File: config.mk
export PLATFORM = sky130hd
export DESIGN_NAME = config_readback_tx
export DESIGN_NICKNAME = d
export VERILOG_FILES = /design/src/rtl/config_usb_pkg.sv /design/src/rtl/config_word_serializer.sv /design/src/rtl/config_readback_tx.sv
export SDC_FILE = /design/constraint.sdc
export NUM_CORES = 1
export LEC_CHECK = 0
export CORE_MARGIN = 10
export CORE_UTILIZATION = 50
export DETAILED_ROUTE_END_ITERATION = 7
export PLACE_DENSITY = 0.84
export SKIP_CTS_REPAIR_TIMING = 1
export SYNTH_ARGS = -nofsm -noshare
export SYNTH_HDL_FRONTEND = slang
export SYNTH_SLANG_ARGS = --single-unit
export TNS_END_PERCENT = 30
File: constraint.sdc
create_clock -name clk_i -period 2.75 [get_ports clk_i]
set_clock_uncertainty 0.2 [all_clocks]
set_input_delay 0.55 -clock clk_i [delete_from_list [all_inputs] [get_ports clk_i]]
set_output_delay 0.55 -clock clk_i [all_outputs]
set_load 0.02 [all_outputs]
File: src/rtl/config_usb_pkg.sv
// Shared types and constants for the CDC configuration readback transmitter.
// Holds the framing FSM states and the byte-selection helper used by the top.
package config_usb_pkg;

    localparam int BYTE_W     = 8;
    localparam int WORD_BYTES = 4;
    localparam int IDX_W      = $clog2(WORD_BYTES);

    localparam logic [31:0] DEFAULT_SYNC_WORD = 32'hFAB0_FAB1;

    typedef enum logic [2:0] {
        IDLE,
        SYNC,
        COUNT,
        PAYLOAD,
        CHECKSUM,
        DONE
    } state_t;

    // Byte 0 is the most significant byte of the word.
    function automatic logic [BYTE_W-1:0] word_byte(input logic [31:0] w,
                                                    input logic [IDX_W-1:0] idx);
        word_byte = w[(WORD_BYTES - 1 - int'(idx)) * BYTE_W +: BYTE_W];
    endfunction

endpackage

File: src/rtl/config_word_serializer.sv
// Holds one readback word and hands it out MSB byte first, folding every
// byte that leaves into a running XOR checksum.
module config_word_serializer
    import config_usb_pkg::*;
(
    input  logic              clk_i,
    input  logic              reset_n_i,
    input  logic              clear_i,
    input  logic              load_i,
    input  logic [31:0]       word_i,
    input  logic              shift_i,
    output logic [BYTE_W-1:0] byte_o,
    output logic              buf_full_o,
    output logic              last_byte_o,
    output logic [BYTE_W-1:0] checksum_o
);

    logic [31:0]       buf_q;
    logic [IDX_W-1:0]  idx_q;
    logic              full_q;
    logic [BYTE_W-1:0] csum_q;

    always_ff @(posedge clk_i or negedge reset_n_i) begin
        if (!reset_n_i) begin
            buf_q  <= '0;
            idx_q  <= '0;
            full_q <= 1'b0;
            csum_q <= '0;
        end else begin
            if (clear_i)
                csum_q <= '0;
            else if (shift_i)
                csum_q <= csum_q ^ buf_q[31:24];

            if (load_i) begin
                buf_q  <= word_i;
                idx_q  <= '0;
                full_q <= 1'b1;
            end else if (shift_i) begin
                buf_q <= {buf_q[23:0], 8'h00};
                if (last_byte_o) begin
                    idx_q  <= '0;
                    full_q <= 1'b0;
                end else begin
                    idx_q <= idx_q + 1'b1;
                end
            end
        end
    end

    assign byte_o      = buf_q[31:24];
    assign buf_full_o  = full_q;
    assign last_byte_o = (idx_q == IDX_W'(WORD_BYTES - 1));
    assign checksum_o  = csum_q;

endmodule

File: src/rtl/config_readback_tx.sv
// Frames configuration readback words into the CDC IN byte stream:
// sync word, 16-bit word count, payload words MSB first, XOR checksum.
module config_readback_tx
    import config_usb_pkg::*;
#(
    parameter logic [31:0] SYNC_WORD = DEFAULT_SYNC_WORD,
    parameter int          COUNT_W   = 16
) (
    input  logic               clk_i,
    input  logic               reset_n_i,
    input  logic               start_i,
    input  logic [COUNT_W-1:0] word_count_i,
    input  logic [31:0]        word_data_i,
    input  logic               word_valid_i,
    output logic               word_ready_o,
    output logic [BYTE_W-1:0]  in_data_o,
    output logic               in_valid_o,
    input  logic               in_ready_i,
    output logic               busy_o,
    output logic               done_o
);

    state_t             state_q;
    logic [IDX_W-1:0]   byteIdx_q;
    logic [COUNT_W-1:0] count_q;
    logic [COUNT_W-1:0] wordsLeft_q;
    logic               busy_q;
    logic               done_q;

    logic               startAccept;
    logic               byteXfer;
    logic               wordLoad;
    logic               payloadShift;
    logic               serFull;
    logic               serLast;
    logic [BYTE_W-1:0]  serByte;
    logic [BYTE_W-1:0]  checksum;
    logic [15:0]        countField;

    assign startAccept  = (state_q == IDLE) && start_i;
    assign byteXfer     = in_valid_o && in_ready_i;
    assign word_ready_o = (state_q == PAYLOAD) && !serFull && (wordsLeft_q != '0);
    assign wordLoad     = word_valid_i && word_ready_o;
    assign payloadShift = (state_q == PAYLOAD) && byteXfer;
    assign countField   = 16'(count_q);

    config_word_serializer u_serializer (
        .clk_i       (clk_i),
        .reset_n_i   (reset_n_i),
        .clear_i     (startAccept),
        .load_i      (wordLoad),
        .word_i      (word_data_i),
        .shift_i     (payloadShift),
        .byte_o      (serByte),
        .buf_full_o  (serFull),
        .last_byte_o (serLast),
        .checksum_o  (checksum)
    );

    // The byte lane depends on registered state only, never on in_ready_i.
    always_comb begin
        in_valid_o = 1'b0;
        in_data_o  = '0;
        unique case (state_q)
            SYNC: begin
                in_valid_o = 1'b1;
                in_data_o  = word_byte(SYNC_WORD, byteIdx_q);
            end
            COUNT: begin
                in_valid_o = 1'b1;
                in_data_o  = byteIdx_q[0] ? countField[7:0] : countField[15:8];
            end
            PAYLOAD: begin
                in_valid_o = serFull;
                in_data_o  = serByte;
            end
            CHECKSUM: begin
                in_valid_o = 1'b1;
                in_data_o  = checksum;
            end
            default: ;
        endcase
    end

    always_ff @(posedge clk_i or negedge reset_n_i) begin
        if (!reset_n_i) begin
            state_q     <= IDLE;
            byteIdx_q   <= '0;
            count_q     <= '0;
            wordsLeft_q <= '0;
            busy_q      <= 1'b0;
            done_q      <= 1'b0;
        end else begin
            unique case (state_q)
                IDLE: begin
                    done_q <= 1'b0;
                    if (start_i) begin
                        count_q     <= word_count_i;
                        wordsLeft_q <= word_count_i;
                        byteIdx_q   <= '0;
                        busy_q      <= 1'b1;
                        state_q     <= SYNC;
                    end
                end
                SYNC: begin
                    if (byteXfer) begin
                        if (byteIdx_q == IDX_W'(WORD_BYTES - 1)) begin
                            byteIdx_q <= '0;
                            state_q   <= COUNT;
                        end else begin
                            byteIdx_q <= byteIdx_q + 1'b1;
                        end
                    end
                end
                COUNT: begin
                    if (byteXfer) begin
                        if (byteIdx_q[0]) begin
                            byteIdx_q <= '0;
                            state_q   <= (count_q != '0) ? PAYLOAD : CHECKSUM;
                        end else begin
                            byteIdx_q <= byteIdx_q + 1'b1;
                        end
                    end
                end
                PAYLOAD: begin
                    if (byteXfer && serLast) begin
                        wordsLeft_q <= wordsLeft_q - 1'b1;
                        if (wordsLeft_q == COUNT_W'(1))
                            state_q <= CHECKSUM;
                    end
                end
                CHECKSUM: begin
                    if (byteXfer) begin
                        busy_q  <= 1'b0;
                        done_q  <= 1'b1;
                        state_q <= DONE;
                    end
                end
                DONE: begin
                    done_q  <= 1'b0;
                    state_q <= IDLE;
                end
                default: state_q <= IDLE;
            endcase
        end
    end

    assign busy_o = busy_q;
    assign done_o = done_q;

endmodule

==> results.md <==
* Total Wirelength at approximately 12000 um
* Max IR drop VDD at between 400 and 500 uV
* Area fraction in compound gates after synthesis at about 17%
* CP bufs+invs at 2
* Tmin final at between 2000 and 3000 ps
* GRT Total Usage at a little under a fifth
* First-pass DRT Iterations at 5
* Initial Utilization at roughly 51%
* Die width at 113.5 um
* DP Area at 5189 um^2
* Ys Warns at 0
* Worst hold-check path type: reg2reg
* Worst Hold Path Cells at 2
* Final net count at between 600 and 700
* WP data arrival at 2090 ps
* Worst flop-to-flop path endpoint: u_serializer.buf_q[30]
* Syn Std Cell Area at around 4400 um^2
* CTS H-tree depth at 3
* Die Y at 113.5 um
* # DRC at 0
* DP Cell Count at between 600 and 700
* Final Core Density at between 60% and 70%
* Syn Nets at 550
* Violated checks: negative setup slack
* Final Hold Violating Endpoints at 0
* Post-placement setup slack at around 78 ps
* Ys async rst share at between 90% and 100%
* Root buffer cell: clkbuf_8
* Die area at ~13000 um^2
* Post-synthesis sequential area ratio at roughly 47%
* Syn Area/Cell at 8.896 um^2
* Ports at 65
* Clk pin slew, worst setup/hold paths at about 80 ps
* Flops & latches, synth at about 80
* Setup ws final at -85.51 ps
* CP Data Required Time at 2000 ps
* Grt ovf at 0
* Period utilization at 103.1%
* Min-delay src: busy_o
* Initial drt markers at about 330
* CTS tree: done
* Wirelength per Cell at between 15 and 20 um
* WHS Endpoint: busy_o
* Synth cell types at 47
* Cell Pwr Density at 1097 nW/um^2
* Reg area at 2057 um^2
* FP Rows at 34
* Reg2Reg Setup Slack at ~370 ps
* Global-route wire length before repair at 19820 um
* Hold WS at roughly 280 ps
* I/O Buffers at 64
* Synth Instances at slightly below 500
* Final Max Tran Viols at 0
* Total power at 5.971 mW
* CTS sink count at 82
* Initial antenna violation count at 0
* Lkg Pwr at 2.511 nW
* Ys flop type: dfrtp_1
* RR Startpoint: wordsLeft_q[0]
* Filler cell count at a little over 700
* Worst path slowest cell: clkdlybuf4s50_1
* Vias in the first global route at roughly 3900
* CP Capture Type: primary output
* N_diodes at 0
* CTS buffer count at 9
* Rel. slew slack at a little under two thirds
* Maximum clock frequency at around 350 MHz
* Area Overhead vs Synth at 24.63%
* EDFF count, synth at 0
* Crit-path cells: buf_4, mux2i_1, nor2_1, a21oi_1, o22ai_1, clkdlybuf4s50_1
* Final Setup Violations at 1
* Path depth of the worst reg2reg path at 9
* CP startpoint kind: flip-flop
* Crit Path Max Fanout at 9
* Fin Setup TNS at -85.51 ps
* Synth Area in XOR/XNOR at around 1.6%
* Layout cells sized above 1 at between 10% and 20%
* Kind of critical path: reg2out
* Via count at around 3900
* Area of the multi-input gates at ~2100 um^2
* Simple-gate portion of the synthesized area at about a quarter
* Finished Cell Area at ~5400 um^2
* Worst-Skew Late Latency at roughly 350 ps
* Post-Layout Cell Count at 676
* Post-route ant nets at 0
* Vias per cell at 5.712
* Max cap viols at 0
* Largest net degree at the start of global routing at 45
* Combinational family with the most area after synthesis: simple AND/OR/NAND/NOR gates
* RSZ-0062 raised after global routing: yes
* Max stage delay on crit path at ~630 ps
* Mux cell area share after synthesis at 2.865%
* HPWL after detailed placement at 8726 um
* Status: finished with violations
* Worst slew pin tran at 543.2 ps
* Critical path's top delay family: buffers and inverters
* Core ar. at between 8000 and 9000 um^2
* Max clock buf depth at 2
* Gpl congestion at 0.9365
* Adder-cell share of the synthesized area at under 10%
-- logic make-up after synthesis --
logic type / after synthesis
and+or+nand+nor: 238
AOI/OAI and AO/OA: 108
DFF: 82
buffers and inverters: 37
muxes: 12
xor gates and xnor gates: 8
adders and majority gates: 6
-- final cells by class --
type	instances	area share, %
clock buffer	10	2.344
clock inverter	5	1.471
inverter	10	0.6895
multi-input combinational	372	39.28
sequential	82	37.78
tap	108	2.482
timing repair buffer	89	15.95
-- routing by layer --
layer	vias to the layer above	global-route usage, %	share of wire, %
met3	23	3.990	6.7
met2	150	27.99	46
met5	-	0	0
li1	1851	-	-
met4	0	6.599	2.1
met1	1837	25.79	45
-- state kept, by name, indices dropped and copies added (netlist names) --
name                     count
busy_o                       1
wordsLeft_q                 16
u_serializer.buf_q          32
u_serializer.buf_full_o      1
byteIdx_q                    2
u_serializer.idx_q           2
done_o                       1
state_q                      3
countField                  16
u_serializer.checksum_o      8
-- worst register-to-register path, delay by kind of cell, from the launching register on --
kind | cells | cell delay, ps
AO/OA/AOI/OAI | 1 | 220
flip-flops | 1 | 420
buffers and inverters | 3 | 580
AND/OR/NAND/NOR | 4 | 680
adder cells (fa/ha/maj) | 1 | 180
-- power by group --
part	internal, mW	total (mW)	switching, mW
logic	1.21	2.75	1.54
registers	1.74	2.28	0.539
clock network	0.505	0.943	0.437
total	3.46	5.97	2.51
-- cells in the final DEF (no fill, tap or decap), drive strengths merged, types with 6 or more instances in the layout --
cell type and count:
o22ai 8, mux2i 8, ha 6, nor4 10
clkdlybuf4s50 54, clkbuf 11, a22oi 24, a21oi 24
dlymetal6s2s 8, a31oi 6, nor2 36, buf 25
o21ai 30, xor2 8, nand2 144, nand3 15
dfrtp 82, nor3 6, inv 10, o311ai 6
-- cells in the mapped netlist (3+ instances only) --
cell type    n  area share [%]
and3_1       5            0.72
a22oi_2     12             3.4
nor4_1       7             1.0
a31oi_1      5            0.72
ha_1         6             1.7
inv_1       10            0.86
o311ai_0     6             1.2
dfrtp_1     82              47
nand3_1     15             1.7
mux2_2       4             1.0
a22oi_1     12             2.1
a21oi_1     24             2.8
nand2_1    144              12
buf_6        5             1.3
o211ai_1     5            0.86
o21ai_1     11             1.3
nor2_1      35             3.0
mux2i_1      8             1.8
xor2_1       8             1.6
o21ai_0     19             2.2
nor3_1       4            0.46
nand3b_1     3            0.52
o22ai_1      8             1.1
buf_2        9             1.0
nand2b_1     5            0.72
clkbuf_1    11            0.95
-- worst max-delay path by stage --
stage / from / endpoint / slack (ps) / cells past startpoint
after CTS: wordsLeft_q[0] / word_ready_o / -320 / 6
after detailed placement: wordsLeft_q[0] / word_ready_o / 80 / 6
final: byteIdx_q[0] / in_data_o[4] / -90 / 6
after global routing: byteIdx_q[0] / in_data_o[4] / -200 / 6
after floorplan: byteIdx_q[0] / in_data_o[6] / 450 / 5
after global placement: wordsLeft_q[0] / word_ready_o / 150 / 6
No activity file was read; power rests on OpenSTA's default activity.
==> variant 1, RTL diff (same settings) <==
`COUNT_W`: 16 -> 14.
--- a/src/rtl/config_readback_tx.sv
+++ b/src/rtl/config_readback_tx.sv
@@ -4,7 +4,7 @@
     import config_usb_pkg::*;
 #(
     parameter logic [31:0] SYNC_WORD = DEFAULT_SYNC_WORD,
-    parameter int          COUNT_W   = 16
+    parameter int          COUNT_W   = 14
 ) (
     input  logic               clk_i,
     input  logic               reset_n_i,
Interface: changed (resized word_count_i); port bits go from 65 to 63. No check against the original RTL was run, so the function may have changed too.
==> variant 1 against the unedited design <==
  * The run ends with hold timing left
  * Power fell by 15%
  * Clock power up 5.2%
  * Wire length is 2.0% higher
  * Synthesized area is 1.9% lower
  * Count of clock-buffer cells in the layout decreased by 1
  * Sequential cell count down 4
  * Worst setup slack improved by 0.15 ns
  * Design area increased by 0.30%
  * Critical path depth unchanged
  * Critical path type unchanged
  * Critical endpoint is now word_ready_o
  * Largest cell class unchanged
  * Largest power group unchanged
==> variant 1: results <==
group,metric,value,unit
cells_and_area,buffers,104,
detailed_routing,vias_per_cell,6.08,
synthesis,synth_common_cells,"78 x dfrtp_1, 30 x nand2_1, 29 x nor2_1",
pwr,intPower,0.00313,W
global_routing,grt_start_max_net_pins,46,
global_routing,use_met1,0.234,
placement,routabilityCongestion,0.998,
status,status,"complete, but fails checks",
cells_and_area,numSequentialCells,78,
placement,pre_cts_ws,0.0194,ns
cells_and_area,nMultiInputCombCells,312,
detailed_routing,drtIter0Drc,293,
global_routing,met2_usage,0.293,
critical_path,cp_max_fo,3,
pwr,ir_drop,0.389,mV
pwr,leakagePower,2.55,nW
global_routing,grt_pass1_wl,19200,um
cells_and_area,clock_tree_area_fraction,0.0415,
floorplan,n_tap_cell,105,
cells_and_area,buf_share,0.180,
timing,hold_ws,-0.0182,ns
placement,placed_cell_area,5150,um^2
global_routing,met3_usage,0.0485,
synthesis,ys_seq_area_frac,0.456,
critical_path,crit_path_top_delay_cell,"dfrtp_1",
detailed_routing,met1_length,5230,um
detailed_routing,wl,12000,um
status,violations,"hold timing",
cells_and_area,drive_gt1_frac,0.189,
timing,hold_viol,7,
timing,max_slew_margin,0.483,
cells_and_area,regArea,1960,um^2
## variant 1: cell types whose count changed in the layout (fill, tap and decap cells not counted), sizes merged, moves of 7 or more
cell   change
mux2      +16
nand2    -114
nand3     +10
and3      +23
a22oi     -22
a221o     +25
o21ai      -7
buf       +19
## variant 1: worst paths after layout
check,start,endpoint,slack (ns),depth (start not counted)
min in group clk_i,u_serializer.buf_q[2],u_serializer.buf_q[10],0.31,1
min reg2reg,u_serializer.buf_q[2],u_serializer.buf_q[10],0.31,1
max,wordsLeft_q[1],word_ready_o,0.06,6
max in group asynchronous,reset_n_i,u_serializer.checksum_o[5],1.72,2
min,reset_n_i,wordsLeft_q[4],-0.02,1
max reg2reg,wordsLeft_q[1],u_serializer.buf_full_o,0.31,7
## variant 1: power groups by stage
stage	Clock [W]	Combinational, W	Sequential [W]
after global routing	0.00105	0.00232	0.00199
after detailed placement	0	0.00204	0.00195
final	0.000992	0.00213	0.00195
after floorplan	0	0.00135	0.00180
after global placement	0	0.00198	0.00192
after CTS	0.00100	0.00205	0.00193
## variant 1: per-stage QoR
step	hold slack (ns)	utilization
6_report	-0.0182	0.661
5_1_grt	0.0122	0.661
4_1_cts	0.00231	0.651
3_5_place_dp	0.296	0.623
3_3_place_gp	0.287	0.623
2_1_floorplan	0.0544	-
## variant 1: cells by family (layout without fill, tap and decap cells)
kind of cell / count (synthesis) / after routing / share of synthesized area
muxes: 23 / 23 / 0.0596
adders and majority gates: 6 / 6 / 0.0175
and+or+nand+nor: 156 / 156 / 0.199
AOI/OAI and AO/OA: 119 / 119 / 0.202
DFF: 78 / 78 / 0.456
xor gates and xnor gates: 8 / 8 / 0.0164
buffers and inverters: 43 / 128 / 0.0496
==> variant 2, RTL diff (same flow settings) <==
Made on the original files. Encoding of `state_t`: now Gray code (3 bits for 6 states).
--- a/src/rtl/config_usb_pkg.sv
+++ b/src/rtl/config_usb_pkg.sv
@@ -9,12 +9,12 @@
     localparam logic [31:0] DEFAULT_SYNC_WORD = 32'hFAB0_FAB1;
 
     typedef enum logic [2:0] {
-        IDLE,
-        SYNC,
-        COUNT,
-        PAYLOAD,
-        CHECKSUM,
-        DONE
+        IDLE     = 3'b000,
+        SYNC     = 3'b001,
+        COUNT    = 3'b011,
+        PAYLOAD  = 3'b010,
+        CHECKSUM = 3'b110,
+        DONE     = 3'b111
     } state_t;
 
     // Byte 0 is the most significant byte of the word.
Formal check against the unedited RTL: same outputs for any inputs over 10 cycles, from zero or initial values and one cycle with reset_n_i low; not proved beyond that.
==> variant 2 against the unedited design <==
  * The run ends with hold timing, setup timing left
  * Sequential share of layout area decreased by 0.56 points
  * Design area increased by 1.3%
  * Fmax decreased by 3.0%
  * Sequential cell count unchanged
  * Clock power decreased by 0.4%
  * Final cell count decreased by 0.59%
  * Synthesized area decreased by 0.95%
  * Non-clock buffer count increased by 12
  * Sequential power decreased by 7%
  * Wire length decreased by 4.3%
  * Power decreased by 3.9%
  * Worst setup slack got worse by 0.089 ns
  * Critical endpoint is now in_data_o[7]
  * Largest power group unchanged
==> variant 2: results <==
group,metric,value,unit
status,status,"complete, but fails checks",
status,violations,"hold timing, setup timing",
cells_and_area,multiInputGateArea,2090,um^2
timing,hold_ws,-0.0111,ns
synthesis,ys_seq_area_frac,0.474,
cells_and_area,final.fill_count,623,
cells_and_area,inv_count,15,
synthesis,synth-compound-area-share,0.173,
synthesis,syn_nets,545,
critical_path,cp_max_fo,11,
cells_and_area,drive_gt1_frac,0.143,
global_routing,track_usage,0.174,
cells_and_area,buf_share,0.176,
hold_path,hold_path.class,"input port to asynchronous set/reset pin",
global_routing,grt_start_max_net_pins,65,
cells_and_area,clock_tree_area_fraction,0.0381,
synthesis,synth_common_cells,"82 x dfrtp_1, 69 x nand2_1, 58 x nor2_1",
detailed_routing,vias,3858,
pwr,leakagePower,2.44,nW
critical_path,worstReg2RegEnd,"u_serializer.buf_q[15]",
cells_and_area,layout.nets,622,
critical_path,cp_data_arrival_time,2.17,ns
detailed_routing,wl,11300,um
synthesis,ys_types,46,
critical_path,reg2reg_slack,0.10,ns
global_routing,met3_usage,0.0375,
timing,final.setup.worst_slack,-0.174,ns
cells_and_area,regArea,2050,um^2
pwr,ir_drop,0.452,mV
critical_path,ff2ff_path_depth,7,
placement,dp_hpwl,8180,um
cells_and_area,buffers,101,
cells_and_area,nClkBuffers,11,
detailed_routing,met1_length,4910,um
detailed_routing,wl_met2,5490,um
timing,finalSetupViolCount,2,
synthesis,synth_adder_area_share,0.0202,
critical_path,path_delay_family,"buffers and inverters",
critical_path,r2r-start,"wordsLeft_q[8]",
detailed_routing,wl_met3,638,um
timing,hold_viol,3,
synthesis,synth_xor_area_frac,0.0162,
global_routing,use_met1,0.221,
global_routing,met2_usage,0.283,
synthesis,synth.area.top_cells,"dfrtp_1 47%, nand2_1 6.0%, nor2_1 5.0%",
critical_path,crit_end,"in_data_o[7]",
cells_and_area,nMultiInputCombCells,353,
critical_path,slowest_delay,0.61,ns
timing,max_slew_margin,0.601,
placement,routabilityCongestion,0.874,
global_routing,grt_pass1_vias,3793,
synthesis,synthMuxAreaShare,0.0737,
detailed_routing,drtIter0Drc,247,
-- variant 2: cell count changes after synthesis, moves of 8 or more --
cell,before,now
mux2_2,4,15
clkbuf_1,11,27
nand2_1,144,69
nor2_1,35,58
o21ai_0,19,34
a31oi_1,5,26
a22oi_1,12,4
a22oi_2,12,0
-- variant 2: stage by stage --
step	std cells	setup TNS (ns)	setup slack [ns]	util	instance area (um^2)
after floorplan	485	0	0.100	-	4330
after global placement	656	-0.229	-0.229	0.635	5270
after detailed placement	656	-0.263	-0.263	0.635	5270
after CTS	672	-2.04	-0.661	0.660	5480
after global routing	672	-0.472	-0.283	0.665	5520
final	672	-0.291	-0.174	0.665	5520
-- variant 2: power by group --
group / switching [W] / leakage [nW] / internal, W
Combinational: 0.00143 / 1.33 / 0.00123
Sequential: 0.000395 / 1.01 / 0.00174
Clock: 0.000428 / 0.107 / 0.000511
Total: 0.00225 / 2.44 / 0.00348
